$ cat config.mk
export PLATFORM = sky130hd
export DESIGN_NAME = vram_cpu_reader
export DESIGN_NICKNAME = d
export VERILOG_FILES = /design/src/rtl/sevga_pkg.sv /design/src/rtl/sevga_sync.sv /design/src/rtl/vram_cpu_reader.sv
export SDC_FILE = /design/constraint.sdc
export NUM_CORES = 1
export LEC_CHECK = 0
export CORE_UTILIZATION = 40
export CTS_BUF_LIST = sky130_fd_sc_hd__clkbuf_16
export CTS_CLUSTER_DIAMETER = 50
export DETAILED_ROUTE_END_ITERATION = 8
export MAX_ROUTING_LAYER = met4
export PLACE_DENSITY = 0.8
export REMOVE_ABC_BUFFERS = 1
export SLEW_MARGIN = 30
export SYNTH_ARGS = -nofsm -noshare
export SYNTH_HDL_FRONTEND = slang
export SYNTH_SLANG_ARGS = --single-unit
$ cat constraint.sdc
create_clock -name pixClk -period 1.8 [get_ports pixClk]
set_input_delay 0.18 -clock pixClk [delete_from_list [all_inputs] [get_ports pixClk]]
set_output_delay 0.18 -clock pixClk [all_outputs]
set_load 0.02 [all_outputs]
$ cat src/rtl/sevga_pkg.sv
// Shared types and constants for the SE-VGA CPU read-back path.
package sevga_pkg;

  localparam int SEQ_W   = 3;
  localparam int VRAM_AW = 15;
  localparam int CPU_AW  = 23;

  localparam logic [SEQ_W-1:0] DEF_RD_SLOT  = 3'd5;
  localparam logic [8:0]       DEF_WIN_BASE = 9'h1F0;

  typedef enum logic [2:0] {
    IDLE     = 3'd0,
    DECODE   = 3'd1,
    RD_HI    = 3'd2,
    RD_LO    = 3'd3,
    ACK      = 3'd4,
    WAIT_END = 3'd5
  } state_t;

  // Unstrobed byte lanes always read back as 8'hFF.
  function automatic logic [15:0] merge_lanes(input logic hi_en, input logic lo_en,
                                              input logic [15:0] d);
    return {hi_en ? d[15:8] : 8'hFF, lo_en ? d[7:0] : 8'hFF};
  endfunction

endpackage

$ cat src/rtl/sevga_sync.sv
// N-stage reset-able synchronizer for asynchronous CPU strobes.
module sevga_sync #(
  parameter int   STAGES  = 2,
  parameter logic RST_VAL = 1'b1
) (
  input  logic clk,
  input  logic rst,
  input  logic d,
  output logic q
);

  logic [STAGES-1:0] sr;

  always_ff @(posedge clk or posedge rst) begin
    if (rst) begin
      sr <= {STAGES{RST_VAL}};
    end else begin
      sr[0] <= d;
      for (int i = 1; i < STAGES; i++) sr[i] <= sr[i-1];
    end
  end

  assign q = sr[STAGES-1];

endmodule

$ cat src/rtl/vram_cpu_reader.sv
// Answers 68000 read cycles in the card window with VRAM bytes fetched in the CPU read slot.
// Optional single-word read cache enabled by defining SEVGA_RDCACHE_EN.
module vram_cpu_reader
  import sevga_pkg::*;
#(
  parameter logic [8:0]       WIN_BASE    = DEF_WIN_BASE,
  parameter logic [SEQ_W-1:0] RD_SLOT     = DEF_RD_SLOT,
  parameter int               SYNC_STAGES = 2
) (
  input  logic               pixClk,
  input  logic               reset,
  input  logic [SEQ_W-1:0]   seq,
  input  logic [CPU_AW-1:0]  cpuAddr,
  input  logic               ncpuAS,
  input  logic               ncpuUDS,
  input  logic               ncpuLDS,
  input  logic               cpuRnW,
  output logic [15:0]        cpuDataOut,
  output logic               cpuDataOE,
  output logic               ncpuDTACK,
  output logic [VRAM_AW-1:0] vramAddr,
  input  logic [7:0]         vramDataIn,
  output logic               nvramRdOE,
  input  logic               snpWE,
  input  logic [VRAM_AW-1:0] snpAddr,
  output logic [2:0]         dbg_state
);

  // Bus handshake: a cycle starts on synced AS low with RnW high; DTACK (with OE)
  // is held low from data-ready until synced AS returns high, then released.
  logic as_s, uds_s, lds_s, rnw_s;

  sevga_sync #(.STAGES(SYNC_STAGES), .RST_VAL(1'b1)) u_sync_as  (.clk(pixClk), .rst(reset), .d(ncpuAS),  .q(as_s));
  sevga_sync #(.STAGES(SYNC_STAGES), .RST_VAL(1'b1)) u_sync_uds (.clk(pixClk), .rst(reset), .d(ncpuUDS), .q(uds_s));
  sevga_sync #(.STAGES(SYNC_STAGES), .RST_VAL(1'b1)) u_sync_lds (.clk(pixClk), .rst(reset), .d(ncpuLDS), .q(lds_s));
  sevga_sync #(.STAGES(SYNC_STAGES), .RST_VAL(1'b1)) u_sync_rnw (.clk(pixClk), .rst(reset), .d(cpuRnW),  .q(rnw_s));

  state_t      state, next;
  logic [13:0] word_q;
  logic [15:0] data_q;
  logic        uds_q, lds_q;
  logic        slot, win_hit, cache_hit;
  logic [15:0] hit_data;

  assign slot    = (seq == RD_SLOT);
  assign win_hit = (cpuAddr[22:14] == WIN_BASE) && (!uds_s || !lds_s) && !as_s;

`ifdef SEVGA_RDCACHE_EN
  logic        c_valid;
  logic [13:0] c_tag;
  logic [15:0] c_data;
  logic        fill, inval;

  // A snoop write to the entry being looked up or filled this cycle wins.
  assign cache_hit = c_valid && (c_tag == cpuAddr[13:0]) && !(snpWE && (snpAddr[14:1] == c_tag));
  assign hit_data  = merge_lanes(!uds_s, !lds_s, c_data);
  assign fill      = (state == RD_LO) && slot && !as_s && uds_q && lds_q;
  assign inval     = snpWE && (snpAddr[14:1] == (fill ? word_q : c_tag));

  always_ff @(posedge pixClk or posedge reset) begin
    if (reset) begin
      c_valid <= 1'b0;
      c_tag   <= '0;
      c_data  <= 16'hFFFF;
    end else begin
      if (fill) begin
        c_tag  <= word_q;
        c_data <= {data_q[15:8], vramDataIn};
      end
      if (inval)     c_valid <= 1'b0;
      else if (fill) c_valid <= 1'b1;
    end
  end

  logic unused_snp;
  assign unused_snp = snpAddr[0];
`else
  assign cache_hit = 1'b0;
  assign hit_data  = 16'hFFFF;

  logic unused_snp;
  assign unused_snp = ^{snpWE, snpAddr, uds_q};
`endif

  always_ff @(posedge pixClk or posedge reset) begin
    if (reset) state <= IDLE;
    else       state <= next;
  end

  always_comb begin
    next = state;
    case (state)
      IDLE:     if (!as_s && rnw_s) next = DECODE;
      DECODE: begin
        if (!win_hit)      next = WAIT_END;
        else if (cache_hit) next = ACK;
        else if (!uds_s)    next = RD_HI;
        else                next = RD_LO;
      end
      RD_HI: begin
        if (as_s)      next = IDLE;
        else if (slot) next = lds_q ? RD_LO : ACK;
      end
      RD_LO: begin
        if (as_s)      next = IDLE;
        else if (slot) next = ACK;
      end
      ACK:      if (as_s) next = IDLE;
      WAIT_END: if (as_s) next = IDLE;
      default:  next = IDLE;
    endcase
  end

  always_ff @(posedge pixClk or posedge reset) begin
    if (reset) begin
      word_q <= '0;
      data_q <= 16'hFFFF;
      uds_q  <= 1'b0;
      lds_q  <= 1'b0;
    end else begin
      case (state)
        DECODE: begin
          word_q <= cpuAddr[13:0];
          uds_q  <= !uds_s;
          lds_q  <= !lds_s;
          data_q <= (win_hit && cache_hit) ? hit_data : 16'hFFFF;
        end
        RD_HI: if (!as_s && slot) data_q[15:8] <= vramDataIn;
        RD_LO: if (!as_s && slot) data_q[7:0]  <= vramDataIn;
        default: ;
      endcase
    end
  end

  // Outputs decode straight from state so reset clears them without a clock edge.
  assign cpuDataOut = data_q;
  assign cpuDataOE  = (state == ACK);
  assign ncpuDTACK  = !(state == ACK);
  assign vramAddr   = {word_q, (state == RD_LO)};
  assign nvramRdOE  = !(((state == RD_HI) || (state == RD_LO)) && slot);
  assign dbg_state  = state;

endmodule

==> summary.md, run 1 <==
| Metric | Value |
|---|---|
| Status | complete, no violations |
| Vias | 1,419 |
| CTS H-tree lvls | 2 |
| Post-route DRC | 0 |
| Die height | 70.32 µm |
| Port bufs | 76 |
| Avg Synthesized Cell Area | 12.36 µm² |
| Core area | 4414 µm² |
| Final setup fails | 0 |
| Synth unique cells | 31 |
| Compound-Gate Fraction of Synth Area | 11.86% |
| GP Congestion | 0.8794 |
| Routed len/inst | 12.65 µm |
| F_max | 0.5844 GHz |
| Clock skew | 2.536 ps |
| Initial core utilization | 42.29% |
| Vias per cell | 4.876 |
| RSZ-0062 raised after global routing | false |
| GRT Util Overall | 16.70% |
| Leading area contributor after synthesis | dfstp_2 |
| Rel. slew slack | 74.93% |
| Top-level I/O count | 93 |
| Mux contribution to synthesized area | 10.05% |
| Simple logic cell fraction of the synthesized area | 12.27% |
| Tcrit/Tclk final | 95.06% |
| Setup TNS | 0 ps |
| Num CTS Buffers | 5 |
| First-pass GRT wire length | 6203 µm |
| Largest family of logic cells by synthesized area | simple AND/OR/NAND/NOR gates |
| Final instance area | 2907 µm² |
| Final ANT Viol Nets | 0 |
| Fill count | 358 |
| N_diodes | 0 |
| CP max stage cell | clkdlybuf4s50_1 |
| TritonCTS Sinks | 42 |
| CTS tree | yes |
| Initial antenna violation count | 0 |
| Detailed placer's ending HPWL | roughly 2800 µm |
| Largest cells by area after synthesis | dfstp_2, dfrtp_1, mux2_4 |
| Sequential-to-total area share from yosys stat | around 58% |
| Routed WL | 3682 µm |
| Worst path cell trace | nor2b_4, nand2_1, clkdlybuf4s50_1 |
| Largest fanout on the critical path | 6 |
| Clk Tree Root Cell | clkbuf_16 |
| Largest net degree at the start of global routing | 43 |
| Drt first pass iters | 4 |
| Post-Syn Instances | 151 |
| Die Area | between 4000 and 5000 µm² |
| Peak VDD IR | 1016 µV |
| #FFs+latches synth | 42 |
| Worst slew pin tran | 366.6 ps |
| Static Leak | between 1 and 1.5 nW |
| Grt ovf | 0 |
| Crit-path max cell delay | approximately 590 ps |
| Row count | 24 |
| Pwr Density | 1320 nW/µm² |
| CTS clock-pin slew for the worst setup and hold paths | approximately 60 ps |
| Number of global-route vias before repair | 1,380 |
| Max-slew violations | 0 |
| Cell Area, Placed | 2760 µm² |
| Final Critical Period | 1711 ps |
| CTS Buffer Depth | 2 |
| # nets final | between 200 and 300 |
| Die X-Extent | 70.32 µm |
| Post-Synth Adder-Cell Area | 0% |
| Final hold violations | 0 |
| Worst-Skew Late Latency | about 280 ps |
| Critical path data required time | 1620 ps |
| Area growth from synthesis to layout | 55.70% |
| Crit path kind | flip-flop to primary output |
| Critical path capture point type | primary output |
| Synth Area in XOR/XNOR | 0% |
| Max-cap viol count | 0 |
| Share of cells above drive strength 1 | between 20% and 30% |
| Startpoint types | flip-flop |
| Yosys warns | 0 |
| Post-Syn Area | 1867 µm² |
| Crit path DAT | 1530 ps |
| Area fraction of the dominant cell type after synthesis | between 30 and 40% |
| Detailed Route Iter0 Violations | 57 |
| CP bufs+invs | 1 |
| Worst Hold Class | input port to async pin |
| Top delay family on crit path | buffers and inverters |
| Count of hold-fix buffers inserted at cts | 0 |
-- layer usage --
layer  share of wire [%]  vias to the layer above  track usage (%)
li1                    -                      687                -
met1                  43                      679            20.06
met3                 6.0                        6            3.608
met2                  49                       47            26.67
met5                   0                        -                -
met4                 1.9                        0            8.000
-- power breakdown --
part | internal (W) | leakage, nW | switching [W]
clock | 0.000505 | 0.0672 | 0.000331
sequential | 0.00116 | 0.465 | 0.000140
combinational | 0.000930 | 0.749 | 0.000768
total | 0.00260 | 1.28 | 0.00124
-- sequential cells by signal, indices dropped and copies added (netlist names) --
register / cells
cpuDataOut: 16
dbg_state: 3
lds_q: 1
u_sync_as.sr: 2
u_sync_lds.sr: 2
u_sync_rnw.sr: 2
u_sync_uds.sr: 2
word_q: 14
-- worst min-delay path: cells and delay by family --
family / cells / cell delay, ps
buffers and inverters: 3 / 690
-- layout make-up --
class                   count  area [µm²]  share of cell area, %
clock buffers               5       125.1                  4.305
flip-flops and latches     42        1082                  37.24
repair buffers             87       889.6                  30.61
well taps                  52       65.06                  2.238
clock inverters             3       16.27                 0.5596
multi-input cells          80       645.6                  22.21
inverters                  22       82.58                  2.841
-- per-stage QoR --
step	hold WS, ps	setup slack [ps]	std cells	util, %	power (W)
2_1_floorplan	184.5	-145.5	144	-	0.002214
3_3_place_gp	345.2	90.95	283	62.53	0.003006
3_5_place_dp	350.5	35.42	283	62.53	0.003041
4_1_cts	249.0	84.33	291	65.84	0.003887
5_1_grt	256.3	31.45	291	65.84	0.004038
6_report	241.2	88.87	291	65.84	0.003837
-- final timing paths --
check | endpoint | cells past startpoint | from | slack (ps)
worst max-delay path | nvramRdOE | 3 | dbg_state[1]$_DFFE_PP0P_ | 90
worst min-delay path | word_q[3]$_DFFE_PP0P_ | 3 | reset | 240
worst max register to register | word_q[9]$_DFFE_PP0P_ | 4 | dbg_state[2]$_DFFE_PP0P_ | 160
worst min register to register | u_sync_as.sr[1]$_DFF_PP1_ | 0 | u_sync_as.sr[0]$_DFF_PP1_ | 360
max in group asynchronous | cpuDataOut[14]$_DFFE_PP1P_ | 3 | reset | 1300
min in group pixClk | u_sync_as.sr[0]$_DFF_PP1_ | 1 | ncpuAS | 310
-- Yosys cell counts --
cell and n:
dfstp_2 24, clkbuf_2 1, inv_1 22, and2b_1 1
nor4_1 1, a31oi_1 1, dfrtp_1 18, clkbuf_1 1
a311oi_1 1, nor4b_1 1, a21oi_1 17, buf_6 5
nor3_2 4, a21oi_2 2, nor3_1 12, a2111oi_0 1
nand4b_1 1, a211o_1 1, a22oi_1 1, mux2_2 6
a41oi_4 2, mux2_4 8, a32oi_1 1, and3b_1 1
nor2b_1 2, o21ai_0 3, nor3b_4 1, nand2_1 5
nand2b_1 4, nor2_1 2, nand4_1 1
-- repair_timing --
| action | in CTS | in global routing |
|---|---|---|
| endpoints found under the setup margin | 4 | 0 |
| hold endpoints to repair | 0 | 0 |
| setup buffers | 0 | 0 |
| resized for setup | 6 | 0 |
-- placed cells by master (no fill, tap or decap), drive strengths merged --
master / count
buf: 11
a311oi: 1
and3b: 1
dfstp: 24
a31oi: 1
nor4: 1
nor2: 2
o21ai: 3
nor3: 16
nor2b: 2
nor4b: 1
a41oi: 2
nand2: 5
clkdlybuf4s50: 73
and2b: 1
nand4b: 1
clkinvlp: 1
inv: 21
mux2: 14
a2111oi: 1
nor3b: 1
dlygate4sd2: 3
clkinv: 3
a211o: 1
a22oi: 1
nand2b: 4
nand4: 1
a21oi: 19
dfrtp: 18
a32oi: 1
clkbuf: 5
-- cell families after synthesis --
logic type / count (synthesis)
buffers and inverters: 29
DFF: 42
AOI/OAI and AO/OA: 30
and+or+nand+nor: 36
muxes: 14
(Power assumes the default switching activity.)
==> inputs of run 2 (changes only) <==
GPL_TIMING_DRIVEN = 1   (was unset)
==> results of run 2 <==
No change in the layout: final DEF, timing and power equal those of run 1.
==> inputs of run 3 (changes only) <==
SYNTH_HIERARCHICAL = 1   (was unset)
==> summary.md, run 3 <==
| Metric | Value |
|---|---|
| Startpoint types | flip-flop |
| Critical path capture point type | primary output |
| Status | complete, no violations |
| Post-Synth Adder-Cell Area | 0% |
| Compound-Gate Fraction of Synth Area | under 10% |
| Grt ovf | 0 |
| First-pass GRT wire length | 6630 µm |
| Worst-Skew Late Latency | 280 ps |
| Row count | 24 |
| Peak VDD IR | 833.5 µV |
| Largest net degree at the start of global routing | 35 |
| Largest cells by area after synthesis | dfstp_2, dfrtp_1, mux2_2 |
| Largest register FFs | 16 |
| Post-synth ARST share | 100.0% |
| GRT Util Overall | 17.75% |
| CP bufs+invs | 2 |
| Top delay family on crit path | flip-flops |
| GP Congestion | ~0.90 |
| Synth unique cells | 34 |
| Max-slew violations | 0 |
| Count of hold-fix buffers inserted at cts | 0 |
| Sequential-to-total area share from yosys stat | about 58% |
| Total design power | between 0.003 and 0.004 W |
| Die height | 70.16 µm |
| Port bufs | between 70 and 80 |
| Area fraction of the dominant cell type after synthesis | 33.94% |
| Tcrit/Tclk final | 93.95% |
| CTS Buffer Depth | 2 |
| Crit-path max cell delay | 460 ps |
| Vias | about 1,400 |
| Largest fanout on the critical path | 10 |
| Number of global-route vias before repair | ~1,500 |
| Setup TNS | 0 ps |
| EDFF count, synth | 0 |
| F_max | 0.5914 GHz |
| Clk Tree Root Cell | clkbuf_16 |
| Final setup fails | 0 |
| Crit path DAT | 1510 ps |
| TritonCTS Sinks | 42 |
| Leading area contributor after synthesis | dfstp_2 |
| Final hold slack | 307.2 ps |
| Die Area | 4922 µm² |
| Drt first pass iters | 4 |
| Simple logic cell fraction of the synthesized area | 14.01% |
| Post-Syn Area | ~1900 µm² |
| Num CTS Buffers | 5 |
| N_diodes | 0 |
| Mux contribution to synthesized area | 15.08% |
| Worst slew pin tran | 427.1 ps |
| CP max stage cell | dfrtp_2 |
| Worst path cell trace | or3_1, inv_1, clkdlybuf4s15_1 |
| Clock skew | 4.461 ps |
| Fill count | 370 |
| Detailed Route Iter0 Violations | 55 |
| Share of cells above drive strength 1 | between 20% and 30% |
| CTS H-tree lvls | 2 |
| Max-cap viol count | 0 |
| Initial antenna violation count | 0 |
| Synth top cells by count | dfstp_2, dfrtp_1, mux2_2 |
| Dominant register cell in the synthesized netlist | dfstp_2 |
| Most frequent cells in the layout | clkdlybuf4s50_1, dfstp_2, mux2_2, dfrtp_1 |
| Core area | 4414 µm² |
| Detailed placer's ending HPWL | roughly 3000 µm |
| Post-route DRC | 0 |
| Post-Syn Instances | 151 |
| RSZ-0062 raised after global routing | false |
| Routed len/inst | 13.19 µm |
| CTS tree | yes |
| Commonest non-fill, non-tap cell in the layout | clkdlybuf4s50_1 |
| CTS clock-pin slew for the worst setup and hold paths | 50 ps |
| # nets final | between 200 and 300 |
| Static Leak | ~1.2 nW |
| Synth Area in XOR/XNOR | 0% |
| Area growth from synthesis to layout | 53.94% |
| Initial core utilization | 42.09% |
| Routed WL | about 3800 µm |
| Critical path data required time | about 1600 ps |
| Vias per cell | 4.921 |
| Post-CTS setup buffers | 0 |
| Die X-Extent | 70.16 µm |
| Final hold violations | 0 |
| Avg Synthesized Cell Area | 12.30 µm² |
| Yosys warns | 6 |
| Worst Hold Class | input port to flip-flop |
| Final Critical Period | 1691 ps |
| Top-level I/O count | 93 |
| Rel. slew slack | 71.53% |
| #FFs+latches synth | 42 |
| Pwr Density | 1317 nW/µm² |
| Largest family of logic cells by synthesized area | multiplexers |
| Count leader, synth | dfstp_2 |
| Final ANT Viol Nets | 0 |
| Crit path kind | flip-flop to primary output |
-- run 3: stage by stage --
| stage | utilization (%) | cells | cell area (µm²) | setup WS, ps |
|---|---|---|---|---|
| after detailed placement | 61.71 | 283 | 2724 | 44.82 |
| after global placement | 61.71 | 283 | 2724 | 58.80 |
| after floorplan | - | 143 | 1795 | 27.87 |
| after CTS | 64.74 | 291 | 2858 | 51.87 |
| final | 64.80 | 291 | 2860 | 109.0 |
| after global routing | 64.80 | 291 | 2860 | 23.27 |
-- run 3: worst paths after layout --
check / depth (start not counted) / endpoint / start / slack, ps
min in group asynchronous: 2 / u_sync_as/sr[0]$_DFF_PP1_ / reset / 360
max reg2reg: 3 / word_q[0]$_DFFE_PP0P_ / dbg_state[1]$_DFFE_PP0P_ / 200
min reg2reg: 0 / u_sync_lds/sr[1]$_DFF_PP1_ / u_sync_lds/sr[0]$_DFF_PP1_ / 350
max: 3 / cpuDataOE / dbg_state[1]$_DFFE_PP0P_ / 110
min: 1 / u_sync_as/sr[0]$_DFF_PP1_ / ncpuAS / 310
max in group asynchronous: 3 / cpuDataOut[3]$_DFFE_PP1P_ / reset / 1030
-- run 3: final cells by class --
class | instances | area [µm²] | share of cell area, %
multi-input combinational | 93 | 684.4 | 23.93
sequential | 42 | 1084 | 37.88
clock buffer | 5 | 125.1 | 4.374
timing repair buffer | 88 | 859.6 | 30.05
inverter | 8 | 30.03 | 1.050
tap | 52 | 65.06 | 2.275
clock inverter | 3 | 12.51 | 0.4374
-- run 3: worst reg2reg max path, cell delays in order (launching register included) --
cell and delay, ps:
dfrtp_2 460, or3b_1 490, buf_4 230, mux2_4 310
-- run 3: routing by layer --
layer	wire [µm]	GRT usage, %	up-vias
li1	-	-	683
met1	1632	20.59	680
met2	1908	28.74	62
met3	225	5.628	7
met4	72	6.889	0
met5	0	-	-
-- run 3: logic make-up after synthesis --
family / Yosys count
and+or+nand+nor: 49
muxes: 23
AOI/OAI and AO/OA: 21
buffers and inverters: 16
DFF: 42
-- run 3: power breakdown --
group / internal (W) / total [W] / switching (W)
combinational: 0.000913 / 0.00165 / 0.000732
sequential: 0.00117 / 0.00130 / 0.000130
clock: 0.000500 / 0.000825 / 0.000325
total: 0.00258 / 0.00377 / 0.00119
-- run 3: what timing repair did --
action / in CTS / in global routing
pin swaps: 0 / 0
endpoints found under the setup margin: 4 / 1
resized for setup: 5 / 2
